`config.mk`:
```
export PLATFORM = sky130hd
export DESIGN_NAME = gate_sweep_ctrl
export DESIGN_NICKNAME = d
export VERILOG_FILES = /design/src/rtl/gate_sweep_ctrl.sv
export SDC_FILE = /design/constraint.sdc
export NUM_CORES = 1
export LEC_CHECK = 0
export CELL_PAD_IN_SITES_DETAIL_PLACEMENT = 1
export CELL_PAD_IN_SITES_GLOBAL_PLACEMENT = 1
export CORE_AREA = 4 4 78 73
export CTS_CLUSTER_SIZE = 40
export DETAILED_ROUTE_END_ITERATION = 8
export DIE_AREA = 0 0 82 77
export GPL_TIMING_DRIVEN = 0
export PLACE_DENSITY = 0.78
export RECOVER_POWER = 25
export REMOVE_ABC_BUFFERS = 1
export SYNTH_ARGS = -nofsm -noshare
export SYNTH_HDL_FRONTEND = slang
export SYNTH_SLANG_ARGS = --single-unit
```
`constraint.sdc`:
```
create_clock -name clk -period 4.1 [get_ports clk]
set_input_delay 1.025 -clock clk [delete_from_list [all_inputs] [get_ports clk]]
set_output_delay 1.025 -clock clk [all_outputs]
set_load 0.02 [all_outputs]
```
`src/rtl/gate_sweep_ctrl.sv`:
```
// gate_sweep_ctrl: in-system self-test sequencer for the two-input gate unit.
// Walks A/B through a Gray-ordered sweep and checks the seven gate outputs.
module gate_sweep_ctrl #(
    parameter int unsigned SETTLE = 2
) (
    input  logic        clk,
    input  logic        rst,
    input  logic        start,
    output logic        a_out,
    output logic        b_out,
    input  logic        and_in,
    input  logic        or_in,
    input  logic        not_in,
    input  logic        nand_in,
    input  logic        nor_in,
    input  logic        xor_in,
    input  logic        xnor_in,
    output logic        busy,
    output logic        done,
    output logic        pass,
    output logic [3:0]  fail_mask,
    output logic [27:0] result
);

    localparam logic [3:0] SETTLE_C = 4'(SETTLE);

    typedef enum logic [1:0] {
        IDLE,
        RUN,
        FIN
    } state_t;

    state_t      state, state_nx;
    logic [1:0]  idx, idx_nx;
    logic [3:0]  cnt, cnt_nx;
    logic        a_nx, b_nx;
    logic        pass_nx;
    logic [3:0]  mask_nx;
    logic [27:0] res_nx;
    logic [6:0]  got;
    logic [6:0]  expv;
    logic        miss;

    // Gray order: 00, 10, 11, 01 as {A,B}
    function automatic logic [1:0] vec(input logic [1:0] i);
        logic [1:0] v;
        case (i)
            2'd0:    v = 2'b00;
            2'd1:    v = 2'b10;
            2'd2:    v = 2'b11;
            default: v = 2'b01;
        endcase
        return v;
    endfunction

    always_ff @(posedge clk or posedge rst) begin
        if (rst) begin
            state     <= IDLE;
            idx       <= 2'd0;
            cnt       <= 4'd0;
            a_out     <= 1'b0;
            b_out     <= 1'b0;
            pass      <= 1'b0;
            fail_mask <= 4'd0;
            result    <= 28'd0;
        end else begin
            state     <= state_nx;
            idx       <= idx_nx;
            cnt       <= cnt_nx;
            a_out     <= a_nx;
            b_out     <= b_nx;
            pass      <= pass_nx;
            fail_mask <= mask_nx;
            result    <= res_nx;
        end
    end

    always_comb begin
        got  = {and_in, or_in, not_in, nand_in, nor_in, xor_in, xnor_in};
        expv = {a_out & b_out, a_out | b_out, ~a_out,
                ~(a_out & b_out), ~(a_out | b_out),
                a_out ^ b_out, ~(a_out ^ b_out)};
        // case inequality so X/Z from the unit is a mismatch
        miss = (got !== expv);

        state_nx = state;
        idx_nx   = idx;
        cnt_nx   = cnt;
        a_nx     = a_out;
        b_nx     = b_out;
        pass_nx  = pass;
        mask_nx  = fail_mask;
        res_nx   = result;

        unique case (state)
            IDLE, FIN: begin
                state_nx = IDLE;
                if (start) begin
                    state_nx     = RUN;
                    idx_nx       = 2'd0;
                    cnt_nx       = 4'd0;
                    {a_nx, b_nx} = vec(2'd0);
                    pass_nx      = 1'b0;
                    mask_nx      = 4'd0;
                    res_nx       = 28'd0;
                end
            end
            RUN: begin
                if (cnt == SETTLE_C) begin
                    cnt_nx = 4'd0;
                    for (int k = 0; k < 4; k++) begin
                        if (idx == k[1:0]) begin
                            res_nx[7*k +: 7] = got;
                            if (miss) mask_nx[k] = 1'b1;
                        end
                    end
                    if (idx == 2'd3) begin
                        state_nx = FIN;
                        pass_nx  = (mask_nx == 4'd0);
                    end else begin
                        idx_nx       = idx + 2'd1;
                        {a_nx, b_nx} = vec(idx_nx);
                    end
                end else begin
                    cnt_nx = cnt + 4'd1;
                end
            end
            default: state_nx = IDLE;
        endcase
    end

    assign busy = (state == RUN);
    assign done = (state == FIN);

endmodule

```
# Word-level counts from Yosys, hierarchy flattened
# Cells that the tools add are included.
dict set report classes {
  reduce_logical 14
  addsub 2
  n_eq_ne 16
  n_mux 47
  bitwise_logic 7
}
# op count
set op_table {}
lappend op_table {{28-bit two-way mux} 2}
lappend op_table {{28-bit one-hot mux with 2 select lines} 1}
lappend op_table {{7-bit two-way mux} 4}
lappend op_table {{1-bit two-way mux} 24}
lappend op_table {{4-bit AND reduction} 5}
lappend op_table {{4-bit one-hot mux with 2 select lines} 2}
lappend op_table {{4-bit two-way mux} 3}
lappend op_table {{2-bit two-way mux} 5}
lappend op_table {{2-bit by 1-bit inequality test with 1-bit output, second input constant} 5}
lappend op_table {{2-bit equality test, second input constant} 4}
lappend op_table {{2-bit one-hot mux with 2 select lines} 2}
lappend op_table {{7-bit !== test} 1}
lappend op_table {{2-bit by 1-bit equality test with 1-bit output, second input constant} 3}
lappend op_table {{2-bit logical NOT} 3}
lappend op_table {{1-bit one-hot mux with 2 select lines} 3}
lappend op_table {{2-bit one-hot mux with 3 select lines} 1}
lappend op_table {{4-bit by 1-bit adder with 4-bit output, second input constant} 1}
lappend op_table {{4-bit by 2-bit equality test with 1-bit output, second input constant} 1}
lappend op_table {{4-bit logical NOT} 1}
lappend op_table {{2-bit inequality test, second input constant} 2}
lappend op_table {{1-bit NOT} 4}
lappend op_table {{2-bit AND reduction} 2}
lappend op_table {{3-bit AND reduction} 1}
lappend op_table {{2-bit by 1-bit adder with 2-bit output, second input constant} 1}
lappend op_table {{other kinds (5)} 5}
dict set report totals {
  ff_bits 43
  output_inout_bits 37
  input_bits 10
}

# Logic depth before layout (Yosys ltp)
# Gate-level depths: netlist of run 1.
dict set report logic_depth {
  word_depth 11
  mapped_depth 8
  mapped_depth_nobuf 6
}

# Worst setup path after synthesis of run 1
# Ideal clock, no wire load.
dict set report synth_timing {
  path_type {reg2out}
  start {register state[1]}
  end {output port busy}
  stages_incl_launch_ff 4
  path_buffers 1
  slack_ns 2.101
  arrival_time_ns 0.974
  required_ns 3.075
  path_cell_list {dfrtp_1 nand2b_1 inv_1 buf_2}
}
dict set report synth_via {
  elab_chain_cells 1
}
# item line_no
set synth_lines {}
lappend synth_lines {{start, declared} 33} ;# state_t state, state_nx;
lappend synth_lines {{start signal, assigned} 67} ;# state <= state_nx;
lappend synth_lines {{2-bit by 1-bit equality test with 1-bit output} 132} ;# assign busy = (state == RUN);
lappend synth_lines {{end, declared} 18} ;# output logic busy,
# Every way passes these cells.

# Final worst setup path of run 1
# Same ends and word-level chain as after synthesis.

==> results of run 1 <==
## registers in the layout, summed over array words and instances, names as in the netlist
signal     cells
a_out          1
idx            1
state          2
b_out          1
cnt            4
fail_mask      4
result        28
pass           1
## cell type report
type,instances,area (sq um)
Clock buffer,5,68.8
Clock inverter,3,21.3
Fill cell,521,2310
Inverter,15,56.3
Multi-Input combinational cell,104,753
Sequential cell,42,1050
Tap cell,65,81.3
Timing Repair Buffer,46,460
## cell usage in the layout, fill, tap and decap left out, types with 2 or more instances in the layout
cell	count
o31ai_1	2
nand2b_1	2
nand3_1	8
o21ai_2	4
clkdlybuf4s50_1	45
dfrtp_1	42
ha_1	8
o21ai_0	16
nor2b_1	2
nand2_1	12
inv_1	15
a21oi_1	2
a22o_1	23
nor3b_1	2
clkbuf_8	5
nor2_1	4
and3_1	4
xnor2_1	2
## metal layers
| layer | vias up | global-route usage | share of wire |
|---|---|---|---|
| li1 | 691 | - | - |
| met1 | 769 | 0.217 | 0.42 |
| met2 | 31 | 0.312 | 0.53 |
| met3 | 5 | 0.0398 | 0.039 |
| met4 | 0 | 0.0449 | 0.0097 |
| met5 | - | 0 | 0 |
## cells by family after synthesis
| group | after synthesis | synth area share |
|---|---|---|
| AO/OA/AOI/OAI | 52 | 0.215 |
| flip-flops | 42 | 0.550 |
| AND/OR/NAND/NOR | 41 | 0.113 |
| buffers and inverters | 23 | 0.0550 |
| adder cells (fa/ha/maj) | 8 | 0.0524 |
| XOR/XNOR | 2 | 0.00916 |
| multiplexers | 1 | 0.00589 |
## path summary, 6_finish.rpt
| kind | from | end | slack, ps | cells past startpoint |
|---|---|---|---|---|
| min | result[17]$_DFFE_PP0P_ | result[17]$_DFFE_PP0P_ | 510 | 1 |
| max in group asynchronous | rst | fail_mask[2]$_DFFE_PP0P_ | 1520 | 2 |
| min in group asynchronous | rst | result[7]$_DFFE_PP0P_ | 1650 | 2 |
| max reg2reg | state[0]$_DFFE_PP0P_ | result[20]$_DFFE_PP0P_ | 2000 | 4 |
| max | state[1]$_DFFE_PP0P_ | busy | 740 | 3 |
| min reg2reg | result[17]$_DFFE_PP0P_ | result[17]$_DFFE_PP0P_ | 510 | 1 |
## through the flow
step	utilization	cell area, sq um	power [mW]
6_report	0.519	2490	2.06
5_1_grt	0.519	2490	2.19
4_1_cts	0.519	2490	2.08
3_5_place_dp	0.501	2400	1.80
3_3_place_gp	0.501	2400	1.74
2_1_floorplan	-	1860	1.32
## power by group through the flow
stage               logic (mW)  registers (mW)  clock network [mW]
global placement          1.01           0.724                   0
detailed placement        1.06           0.742                   0
finish                    1.05           0.732               0.271
CTS                       1.07           0.735               0.278
floorplan                0.416           0.901                   0
global route              1.13           0.759               0.299
==> flow_summary.json, run 1 <==
{
  "synth-edff-count": 0,
  "critical_path_class": "reg -> out",
  "grt_pass1_vias": 1678,
  "cts_buffers": 5,
  "synth_area_sq_um": 1910,
  "finalNetCount": 232,
  "finClkSkew_ps": 7.39,
  "drc": 0,
  "cts_tree": "yes",
  "synth.most_common_cell": "dfrtp_1",
  "finalCritPeriodShare": 0.819,
  "firstDrtPassIters": 4,
  "power_leakage_nw": 1.10,
  "via_per_inst": 5.34,
  "crit_path_top_delay_cell": "clkdlybuf4s50_1",
  "crit_path_max_incr_delay_ps": 700,
  "period_needed_ps": 3360,
  "ys_ff_latch": 42,
  "clk_pin_slew_ps": 80,
  "cts_max_path_buffers": 2,
  "drt-total-wl_mm": 5.16,
  "gp_congestion": 0.760,
  "setup_slack_ps": 743,
  "grt_antenna_before_repair": 0,
  "preCtsSetupSlack_ps": 1070,
  "failed_checks": "capacitance limit, slew limit",
  "finalSetupTns_ps": 0,
  "hpwlAfterDp_mm": 3.90,
  "grt_max_degree": 43,
  "cts_setup_buffers": 0,
  "worstMarginPinSlew_ps": 1580,
  "placed_cells": 272,
  "synth_top_area_frac": 0.550,
  "syn_to_final_growth_pct": 30.4,
  "crit_path_end_kind": "output port",
  "grtUsageTotal": 0.178,
  "clk_latency_ps": 300,
  "critPathArrivalTime_ps": 2330,
  "ioPinCount": 47,
  "ant_nets": 0,
  "die_area_sq_um": 6310,
  "crit_family": "buffers and inverters",
  "min_path_type": "reg -> reg",
  "clock_power_share": 0.132,
  "grt_pass1_wl_mm": 8.58,
  "max_slew_margin": -0.0545,
  "cts.htree.levels": 2,
  "maxSlewViolCount": 43,
  "ys_seq_area_frac": 0.550,
  "hold_viol": 0,
  "vias": 1496,
  "crit_required_ps": 3070,
  "post_drt_wl_per_cell_microns": 18.4,
  "maxCapViolCount": 1,
  "power_frac_comb": 0.512,
  "syn_area_per_cell_sq_um": 11.3,
  "rsz0062_at_grt": "false",
  "pwr-share-seq": 0.356,
  "crit_buf_inv": 2,
  "drive_above_1_share": 0.0744,
  "status": "finished, violations left",
  "synth_ff_type": "dfrtp_1",
  "cts.sinks": 42,
  "initial_utilization": 0.398,
  "synthDistinctLibCells": 33,
  "grt_overflow_total": 0,
  "first_iter_violations": 37,
  "cp_max_fo": 14,
  "yosysTopAreaCell": "dfrtp_1",
  "port_buffers": 46,
  "cp_cell_sequence": "nand2b_1 -> inv_1 -> clkdlybuf4s50_1",
  "peakVddDrop_v": 0.000390,
  "ys_warn_count": 0,
  "coreArea_sq_um": 4800,
  "synth_cells": 169,
  "diodes": 0,
  "p_sw_uw": 856,
  "finalNonFillerCells": 280,
  "p_int_mw": 1.20,
  "fp.dieH_microns": 77,
  "worstSetupStartpointType": "register",
  "ctsHoldBuffers": 0,
  "ctsResizeCount": 0,
  "cts_root_buffer": "clkbuf_8",
  "powerDensity_nw_per_um2": 825,
  "setup_viol": 0,
  "fin_hold_ws_ps": 511,
  "rows": 24,
  "max_freq_mhz": 298,
  "async_flop_share": 1.00,
  "swShare": 0.417,
  "synthTopCellsByCount": "dfrtp_1 (42), a22o_1 (23), o21ai_0 (16)",
  "die_w_microns": 82,
  "synth.top_cells.by_area": "dfrtp_1 (55%), a22o_1 (11%), ha_1 (5.2%)"
}
No activity file was read; power rests on OpenSTA's default activity.
==> run 2: changes to the inputs <==
--- a/config.mk
+++ b/config.mk
@@ -7,12 +7,12 @@
 export LEC_CHECK = 0
 export CELL_PAD_IN_SITES_DETAIL_PLACEMENT = 1
 export CELL_PAD_IN_SITES_GLOBAL_PLACEMENT = 1
-export CORE_AREA = 4 4 78 73
+export CORE_AREA = 4 4 80 75
 export CTS_CLUSTER_SIZE = 40
 export DETAILED_ROUTE_END_ITERATION = 8
-export DIE_AREA = 0 0 82 77
+export DIE_AREA = 0 0 84 79
 export GPL_TIMING_DRIVEN = 0
-export PLACE_DENSITY = 0.78
+export PLACE_DENSITY = 0.74
 export RECOVER_POWER = 25
 export REMOVE_ABC_BUFFERS = 1
 export SYNTH_ARGS = -nofsm -noshare
==> constraint.sdc (replaced) <==
create_clock -name clk -period 3.1 [get_ports clk]
set_input_delay 0.775 -clock clk [delete_from_list [all_inputs] [get_ports clk]]
set_output_delay 0.775 -clock clk [all_outputs]
set_load 0.02 [all_outputs]
==> flow_summary.json, run 2 (same netlist as run 1, synthesis figures left out) <==
{
  "cts_buffers": 5,
  "finClkSkew_ps": 9.37,
  "min_path_type": "reg -> reg",
  "hpwlAfterDp_mm": 3.87,
  "cts_tree": "yes",
  "ctsHoldBuffers": 0,
  "r2r_cells": 6,
  "final_common_cell": "clkdlybuf4s50_1",
  "power_leakage_nw": 1.10,
  "die_w_microns": 84,
  "period_needed_ps": 2850,
  "grtUsageTotal": 0.160,
  "drc": 0,
  "cts_setup_buffers": 0,
  "max_freq_mhz": 351,
  "grt_overflow_total": 0,
  "min_path_cells": 1,
  "clock_power_share": 0.134,
  "clk_latency_ps": 300,
  "diodes": 0,
  "dpl_cell_area_sq_um": 2410,
  "ant_nets": 0,
  "pwr-share-seq": 0.358,
  "rsz0062_at_grt": "false",
  "cts.sinks": 42,
  "first_iter_violations": 67,
  "initial_utilization": 0.373,
  "status": "finished, violations left",
  "crit_path_end_kind": "output port",
  "ctsResizeCount": 2,
  "cts.htree.levels": 2,
  "coreArea_sq_um": 5130,
  "finalSetupTns_ps": 0,
  "stdcell_area_sq_um": 2510,
  "powerDensity_nw_per_um2": 1090,
  "crit_required_ps": 2320,
  "fp.dieH_microns": 79,
  "largest_reg_flops": 28,
  "swShare": 0.417,
  "via_per_inst": 5.23,
  "critical_path_class": "reg -> out",
  "max_slew_margin": -0.0549,
  "finalNetCount": 232,
  "p_int_mw": 1.59,
  "firstDrtPassIters": 4,
  "cts_root_buffer": "clkbuf_8",
  "grt_antenna_before_repair": 0,
  "die_area_sq_um": 6640,
  "setup_viol": 0,
  "gp_congestion": 0.781,
  "p_sw_mw": 1.14,
  "maxCapViolCount": 1,
  "drive_above_1_share": 0.0884,
  "regMostFlops": "result",
  "cp_max_fo": 14,
  "rows": 25,
  "power_frac_comb": 0.508,
  "failed_checks": "capacitance limit, slew limit",
  "ioPinCount": 47,
  "finalCritPeriodShare": 0.920,
  "critPathArrivalTime_ps": 2080,
  "maxSlewViolCount": 43,
  "mostFrequentLayoutCells": "clkdlybuf4s50_1 (45), dfrtp_1 (42), a22o_1 (23)",
  "top_regs": "result x28, cnt x4, fail_mask x4",
  "clk_pin_slew_ps": 80,
  "hold_viol": 0,
  "post_drt_wl_per_cell_microns": 17.7,
  "drt-total-wl_mm": 4.99,
  "vias": 1474,
  "grt_pass1_wl_mm": 8.39,
  "grt_pass1_vias": 1642,
  "syn_to_final_growth_pct": 31.2,
  "worstMarginPinSlew_ps": 1580,
  "peakVddDrop_v": 0.000403,
  "port_buffers": 46,
  "worstSetupStartpointType": "register",
  "grt_max_degree": 43,
  "cts_max_path_buffers": 2
}
run 2: power by group through the flow:
stage,sequential [mW],clock (mW),combinational [mW]
2_1_floorplan,1.19,0,0.550
3_3_place_gp,0.964,0,1.34
3_5_place_dp,0.990,0,1.39
4_1_cts,0.979,0.376,1.41
5_1_grt,1.01,0.403,1.51
6_report,0.976,0.366,1.39
run 2: metal layers:
layer / share of wire / GRT usage / vias up / routed length [microns]
met2: 0.51 / 0.282 / 29 / 2530
li1: - / - / 691 / -
met3: 0.032 / 0.0342 / 6 / 160
met1: 0.45 / 0.196 / 748 / 2220
met4: 0.015 / 0.0547 / 0 / 77
met5: 0 / 0 / - / 0
run 2: final timing paths:
kind                                        startpoint                      to  slack [ps]
max in group asynchronous                          rst  result[24]$_DFFE_PP0P_         770
worst min-delay path            result[17]$_DFFE_PP0P_  result[17]$_DFFE_PP0P_         510
worst min register to register  result[17]$_DFFE_PP0P_  result[17]$_DFFE_PP0P_         510
worst max register to register      cnt[0]$_DFFE_PP0P_  result[23]$_DFFE_PP0P_        1010
worst max-delay path              state[0]$_DFFE_PP0P_                    busy         250
min in group asynchronous                          rst  result[12]$_DFFE_PP0P_        1400
run 2: area by class of cell:
type                       count  area [sq um]
timing repair buffer          46           460
clock buffer                   5          68.8
sequential                    42          1050
fill                         563          2620
clock inverter                 3          25.0
multi-input combinational    104           758
tap                           67          83.8
inverter                      15          60.1
run 2: per-stage QoR:
stage / hold WS, ps / cells / power (mW) / worst slack (ps) / utilization
floorplan: 468 / 161 / 1.74 / 1150 / -
global placement: 488 / 274 / 2.30 / 306 / 0.469
detailed placement: 492 / 274 / 2.38 / 264 / 0.469
CTS: 518 / 282 / 2.76 / 253 / 0.489
global route: 531 / 282 / 2.92 / 133 / 0.489
finish: 512 / 282 / 2.73 / 249 / 0.489
run 2: critical path: stages, from the launching register on:
cell and delay, ps:
dfrtp_1 410, nand2b_2 340, clkinvlp_4 390, clkdlybuf4s50_1 630
